File: src/rtl/dds_sine_gen.sv
// Direct-digital-synthesis sine generator: phase accumulator, quarter-wave LUT with
// quadrant folding and a two-stage registered output carrying valid and wrap strobes.
module dds_sine_gen #(
  parameter int ACC_W   = 24,
  parameter int PHASE_W = 8,
  parameter int OUT_W   = 8
) (
  input  logic               clk,
  input  logic               rst,
  input  logic               en,
  input  logic               sync_clr,
  input  logic               fcw_load,
  input  logic [ACC_W-1:0]   fcw,
  input  logic [PHASE_W-1:0] phase_off,
  output logic [OUT_W-1:0]   sample_o,
  output logic               valid_o,
  output logic               wrap_o
);

  localparam int AW    = PHASE_W - 2;
  localparam int LUT_N = 2 ** AW;
  localparam logic [OUT_W-1:0] MID = {1'b1, {(OUT_W-1){1'b0}}};
  localparam real PI  = 3.14159265358979323846;
  localparam real AMP = real'(2 ** (OUT_W - 1) - 1);

  // Quarter-wave table sampled at half-step offsets so folding is exactly symmetric.
  logic [OUT_W-2:0] lut [LUT_N];
  for (genvar k = 0; k < LUT_N; k++) begin : g_lut
    localparam real ANG = 2.0 * PI * (real'(k) + 0.5) / real'(2 ** PHASE_W);
    localparam int  VAL = $rtoi(AMP * $sin(ANG) + 0.5);
    assign lut[k] = VAL[OUT_W-2:0];
  end

  logic [ACC_W-1:0]   acc;
  logic [ACC_W-1:0]   fcw_r;
  logic               carry_r;
  logic               s1_neg;
  logic [AW-1:0]      s1_addr;
  logic               s1_valid;
  logic               s1_wrap;

  logic [PHASE_W-1:0] idx;
  logic [1:0]         quad;
  logic [AW-1:0]      addr;
  logic [OUT_W-1:0]   mag;

  always_comb begin
    idx  = acc[ACC_W-1 -: PHASE_W] + phase_off;
    quad = idx[PHASE_W-1 -: 2];
    addr = quad[0] ? ~idx[AW-1:0] : idx[AW-1:0];
  end

  assign mag = {1'b0, lut[s1_addr]};

  always_ff @(posedge clk or posedge rst) begin
    if (rst) begin
      fcw_r <= '0;
    end else if (fcw_load) begin
      fcw_r <= fcw;
    end
  end

  // Only the sign half of the quadrant survives S1; the mirror bit is already folded into addr.
  always_ff @(posedge clk or posedge rst) begin
    if (rst) begin
      acc      <= '0;
      carry_r  <= 1'b0;
      s1_neg   <= 1'b0;
      s1_addr  <= '0;
      s1_valid <= 1'b0;
      s1_wrap  <= 1'b0;
    end else if (sync_clr) begin
      acc      <= '0;
      carry_r  <= 1'b0;
      s1_valid <= 1'b0;
      s1_wrap  <= 1'b0;
    end else if (en) begin
      s1_neg            <= quad[1];
      s1_addr           <= addr;
      s1_valid          <= 1'b1;
      s1_wrap           <= carry_r;
      {carry_r, acc}    <= {1'b0, acc} + {1'b0, fcw_r};
    end else begin
      s1_valid <= 1'b0;
      s1_wrap  <= 1'b0;
    end
  end

  always_ff @(posedge clk or posedge rst) begin
    if (rst) begin
      sample_o <= MID;
      valid_o  <= 1'b0;
      wrap_o   <= 1'b0;
    end else begin
      valid_o <= s1_valid;
      wrap_o  <= s1_wrap;
      if (s1_valid) begin
        sample_o <= s1_neg ? (MID - mag) : (MID + mag);
      end
    end
  end

endmodule

File: config.mk
export PLATFORM = sky130hd
export DESIGN_NAME = dds_sine_gen
export DESIGN_NICKNAME = d
export VERILOG_FILES = /design/src/rtl/dds_sine_gen.sv
export SDC_FILE = /design/constraint.sdc
export NUM_CORES = 1
export LEC_CHECK = 0
export CAP_MARGIN = 15
export CORE_ASPECT_RATIO = 1.75
export CORE_UTILIZATION = 55
export DETAILED_ROUTE_END_ITERATION = 6
export DONT_BUFFER_PORTS = 1
export PLACE_DENSITY = 0.7
export SLEW_MARGIN = 20
export SYNTH_ARGS = -nofsm -noshare
export SYNTH_HDL_FRONTEND = slang
export SYNTH_SLANG_ARGS = --single-unit
File: constraint.sdc
create_clock -name clk -period 8 [get_ports clk]
set_input_delay 1.2 -clock clk [delete_from_list [all_inputs] [get_ports clk]]
set_output_delay 1.2 -clock clk [all_outputs]
set_load 0.01 [all_outputs]
-- After elaboration in Yosys (flattened, before gate mapping)
Memory sizes are Yosys's and may differ from the RTL's.
Cells that the tools add are included.
- $add $sub $neg: 4
- order comparisons: 1
- muxes and demuxes: 12
- bitwise gates (word level): 3
- reductions and logical operators: 2
- operator list (operator ; count):
    2-to-1 mux 24 bit ; 2
    adder 24 x 24 -> 25 bit ; 1
    2-to-1 mux 7 bit ; 2
    adder 8 x 7 -> 8 bit, first input constant ; 1
    adder 8 bit ; 1
    2-to-1 mux 8 bit ; 1
    subtractor 8 x 7 -> 8 bit, first input constant ; 1
    greater-or-equal comparator 7 bit, second input constant ; 1
    inverter 6 -> 7 bit ; 1
    2-to-1 mux 1 bit ; 6
    2-to-1 mux 6 bit ; 1
    inverter 6 bit ; 1
    AND reduction 2 bit ; 1
    nonzero test 2 bit ; 1
    inverter 1 bit ; 1
- bits in registers: 68
- ROM bits: 448
- input port bits: 37
- output and inout bits: 10
- word-level logic and storage cells: 33
- memories: 1
- memories (memory ; words ; width ; rd ports ; clocked after Yosys merged registers in ; write ports ; line ; text):
    (no name shown) ; 64 ; 7 ; 1 ; 0 ; 0 ; 53 ; assign mag = {1'b0, lut[s1_addr]};

-- Logic depth before layout (Yosys ltp)
- word-level depth: 6
- depth in mapped cells: 11
- depth with buffers taken out: 11

-- Least setup slack after synthesis
No wires, ideal clock.
- kind: input-to-reg
- start point: input phase_off[0]
- end point: register s1_addr[5]
- setup time: 0.133 ns
- arrival time: 2.918 ns
- data required time: 7.867 ns
- setup slack: 4.949 ns
- cell stages on the path: 9
- buffers on the path: 0
- cell sequence: ha_1 > fa_1 > a21oi_1 > o21ai_0 > o21a_1 > nor2_1 > xnor2_1 > xnor2_1 > o21ai_0
- cells in the longest elaborated chain, start to end: 3
- ends and longest elaborated chain (item ; line ; text):
    from (decl) ; 14 ; input logic [PHASE_W-1:0] phase_off,
    adder 8 bit (*) ; 48 ; idx = acc[ACC_W-1 -: PHASE_W] + phase_off;
    inverter 6 bit ; 50 ; addr = quad[0] ? ~idx[AW-1:0] : idx[AW-1:0];
    2-to-1 mux 6 bit (*) ; 50 ;
    to (signal assigned) ; 79 ; s1_addr <= addr;
    to (decl) ; 38 ; logic [AW-1:0] s1_addr;
Every way passes the cells marked *; elsewhere a longest branch is shown, timed or not.
A chain may end at the register's enable or synchronous reset.

-- Worst setup path after layout
- start point: register s1_addr[2]
- end point: register sample_o[6]
- cells in the longest elaborated chain, start to end: 6
- elaborated cells between the ends (all ways): 7
- those cells by class: add/sub: 2; mux: 3; bitwise: 1; memory: 1
- ends and longest elaborated chain (item ; line ; text):
    inverter 6 -> 7 bit (not written as such) (*) ; 53 ;
    memory read (64 x 7 bit) (*) ; - ;
    2-to-1 mux 7 bit (not written as such) (*) (2 in a row) ; 53 ;
    adder 8 x 7 -> 8 bit / subtractor 8 x 7 -> 8 bit (equally long branches) ; 98 ; sample_o <= s1_neg ? (MID - mag) : (MID + mag);
    2-to-1 mux 8 bit (*) ; 98 ;
    to (signal assigned) ; 98 ;
    to (decl) ; 15 ; output logic [OUT_W-1:0] sample_o,
Every way passes the cells marked *; elsewhere a longest branch is shown, timed or not. The select of a mux whose other input is x is not followed.

==> results_dict.tcl <==
set metrics [dict create \
    status "finished, final reports clean" \
    yosys_most_used_dff "dfrtp_1" \
    ctsLongestPathBuffers 2 \
    critical-path-top-delay-family "compound AO/OA/AOI/OAI gates" \
    crit_path_arrival_time_ns 3.51 \
    min-delay-path-class "register to register" \
    detail_route.wl_per_cell_um 17.4 \
    die_w_um 72.1 \
    initial_core_util_pct 56.9 \
    met3_wirelength_um 306 \
    grt_start_max_net_pins 69 \
    pwr_density_cell_nw_per_um2 343 \
    vdd_ir_drop_max_v 0.000176 \
    worstPathMaxFanout 21 \
    layout.filler_cells 709 \
    ys_seq_elements 68 \
    met1Wirelength_mm 3.89 \
    met2RoutedLength_mm 5.75 \
    global_route.usage.total_pct 24.3 \
    netlist_instances 490 \
    drt_pass1_iterations 4 \
    post_synth_num_cell_types 62 \
    die-area_um2 8990 \
    number_of_setup_buffers_added_after_cts 0 \
    worst-path-buf-inv 1 \
    clock_slew_at_the_register_clock_pins_of_the_worst_setup_and_hold_paths_ns 0.05 \
    critical_path.most_common_cell "ha_1" \
    first_global_vias 3611 \
    num_rows 44 \
    slew_headroom_pct 41.9 \
    dpl.hpwl_mm 7.80 \
    final_net_count 557 \
    setup_slack_ns 4.71 \
    maxSlewViolCount 0 \
    cts_tree "done" \
    cpPeakStageDelay_ns 0.74 \
    achievable-frequency_mhz 304 \
    drtIter0Drc 139 \
    cts.repair.resized 0 \
    grt_antenna_before_repair 0 \
    buffer_ports.inserted 0 \
    crit_path_start_kind "register" \
    clk_latency_ns 0.33 \
    vias 3593 \
    avgSynthCellArea_um2 9.65 \
    endpoint_kind "register" \
    leakagePower_nw 2.28 \
    floorplan.die.height_um 125 \
    rr_startpoint "s1_addr[2]$_DFFE_PP0P_" \
    place.gp.congestion 0.910 \
    timing.setup.tns_ns 0 \
    timing.clock.skew_ns 0.00385 \
    max_slew.worst_pin.slew_ns 0.872 \
    period_needed_ns 3.29 \
    growth_of_design_area_from_synthesis_to_finish_pct 7.65 \
    cts_buffers 9 \
    syn-cell-area_um2 4730 \
    top_level_ports 47 \
    synth-seq-area-share_pct 36.0 \
    worst_path_max_delay_cell "dfrtp_1" \
    rsz0062_at_grt "no" \
    clk_root_buffer_cell "clkbuf_16" \
    drt_wl_total_mm 10.4 \
    setup-violations-final 0 \
    critPathLaunch "s1_addr[2]$_DFFE_PP0P_" \
    fin_crit_sh_pct 41.2 \
    post_synth_edffs 0 \
    criticalPathCategory "register to register" \
    synth.net_count 569 \
    hold_start "s1_wrap$_DFF_PP0_" \
    htreeDepth 3 \
    preCtsSetupSlack_ns 4.74 \
    drive_gt1_share_pct 12.4 \
    hold_buffers 0 \
    topRoutingLayerUsed "met4" \
    final.hold.worst_slack_ns 0.356 \
    drt_drc_violations_left 0 \
    core_region_area_um2 8310 \
    antenna-diode-count 0 \
    worstPathCellList "inv_1 > ha_1 > nor4b_1 > a2111oi_1 > a2111oi_4 > ha_1 > nand4_1 > o31ai_1 > xnor2_1 > mux2_2" \
    hold_violations 0 \
    global_route.overflow_total 0 \
    max-cap-violations 0 \
    grt_pass1_wl_mm 16.8 \
    remaining_antenna_violation_count 0 \
    cts_sinks 68 \
    crit_required_ns 8.22 \
    synth-warning-count 0 \
    vias_per_cell 6.01 \
    fraction_of_synthesis_flops_using_an_asynchronous_set_or_reset_pin_pct 100 \
]
[power by group]
group / leakage [nW] / switching [mW] / internal (mW)
combinational: 1.29 / 0.431 / 0.352
sequential: 0.844 / 0.122 / 0.421
clock: 0.153 / 0.141 / 0.281
[final cells by class]
class	count	area [um2]	share of cell area [%]
Tap cell	115	144	2.83
Clock inverter	4	72.6	1.43
Clock buffer	12	246	4.84
Multi-Input combinational cell	382	2850	56.1
Inverter	15	56.3	1.11
Sequential cell	68	1700	33.4
Timing Repair Buffer	2	15.0	0.295
[placed cells by master (no fill, tap or decap), types with 3 or more instances in the layout]
master and count:
inv_1 13, o211ai_1 6, a211oi_1 11, xnor2_1 23
and3_1 3, dfrtp_1 67, a21o_1 11, nor2_1 30
ha_1 40, a21o_2 3, o31ai_1 3, nor2b_1 9
o21a_1 4, and2_1 3, nor3_1 6, a21oi_1 28
nand2b_1 8, a31oi_1 6, xor2_1 14, o2111ai_1 3
nand4_1 7, mux2i_1 12, o21ai_0 41, clkbuf_16 9
nand2_1 42, mux2_2 28
[sequential cells by signal, summed over array words and instances, names as in the netlist]
signal / count
s1_addr: 6
s1_valid: 1
s1_wrap: 1
wrap_o: 1
acc: 24
s1_neg: 1
carry_r: 1
fcw_r: 24
sample_o: 8
valid_o: 1
[metrics by stage]
step / total power, mW / cell area [um2] / utilization [%] / instances
floorplan: 1.16 / 4730 / - / 490
global placement: 1.30 / 4770 / 57.4 / 582
detailed placement: 1.32 / 4770 / 57.4 / 582
CTS: 1.76 / 5090 / 61.2 / 598
global route: 1.87 / 5090 / 61.2 / 598
finish: 1.75 / 5090 / 61.2 / 598
[cells by family after synthesis]
group | share of synthesized area, %
simple gates | 12.6
mux | 9.21
buf+inv | 3.70
fa+ha+maj | 11.4
xor+xnor | 6.85
flops | 36.0
compound gates | 20.2
[routing by layer]
layer  GRT usage [%]  vias up
met1            24.9     1730
met5               0        -
met2            44.1       80
met4            13.6        0
li1                -     1751
met3            5.10       32
[worst register-to-register path, stage by stage (launching register included)]
cell and delay [ns]:
dfrtp_1 0.74, inv_1 0.24, ha_1 0.31, nor4b_1 0.34
a2111oi_1 0.14, a2111oi_4 0.42, ha_1 0.24, nand4_1 0.11
o31ai_1 0.30, xnor2_1 0.09, mux2_2 0.26
[cell usage after synthesis, types with 3 or more instances]
| cell | n | area [um2] |
|---|---|---|
| a21o_2 | 3 | 26.3 |
| inv_1 | 14 | 52.6 |
| o21ai_0 | 41 | 205 |
| buf_2 | 5 | 25.0 |
| a21oi_1 | 28 | 140 |
| mux2i_1 | 12 | 120 |
| xnor2_1 | 23 | 201 |
| nor3_1 | 6 | 30.0 |
| o2111ai_1 | 3 | 26.3 |
| nor2_1 | 31 | 116 |
| o31ai_1 | 3 | 22.5 |
| a211oi_1 | 11 | 82.6 |
| nand4_1 | 7 | 43.8 |
| clkbuf_2 | 3 | 15.0 |
| nand2b_1 | 8 | 50.1 |
| o21a_1 | 4 | 30.0 |
| a31oi_1 | 6 | 37.5 |
| o211ai_1 | 6 | 45.0 |
| and2_1 | 3 | 18.8 |
| nand2_1 | 42 | 158 |
| nor2b_1 | 9 | 56.3 |
| and3_1 | 3 | 18.8 |
| xor2_1 | 14 | 123 |
| ha_1 | 40 | 500 |
| clkbuf_1 | 15 | 56.3 |
| dfrtp_1 | 67 | 1680 |
| a21o_1 | 11 | 82.6 |
| mux2_2 | 28 | 315 |
[worst paths after layout]
check	end	cells past startpoint	slack, ns
setup / recovery	sample_o[6]$_DFFE_PP0P_	10	4.71
hold / removal	wrap_o$_DFF_PP0_	0	0.36
setup reg to reg	sample_o[6]$_DFFE_PP0P_	10	4.71
hold reg to reg	wrap_o$_DFF_PP0_	0	0.36
max in group asynchronous	acc[14]$_DFFE_PP0P_	2	6.42
min in group asynchronous	fcw_r[23]$_DFFE_PP0P_	2	1.00
Note: power is estimated with default switching activity, not from simulation.
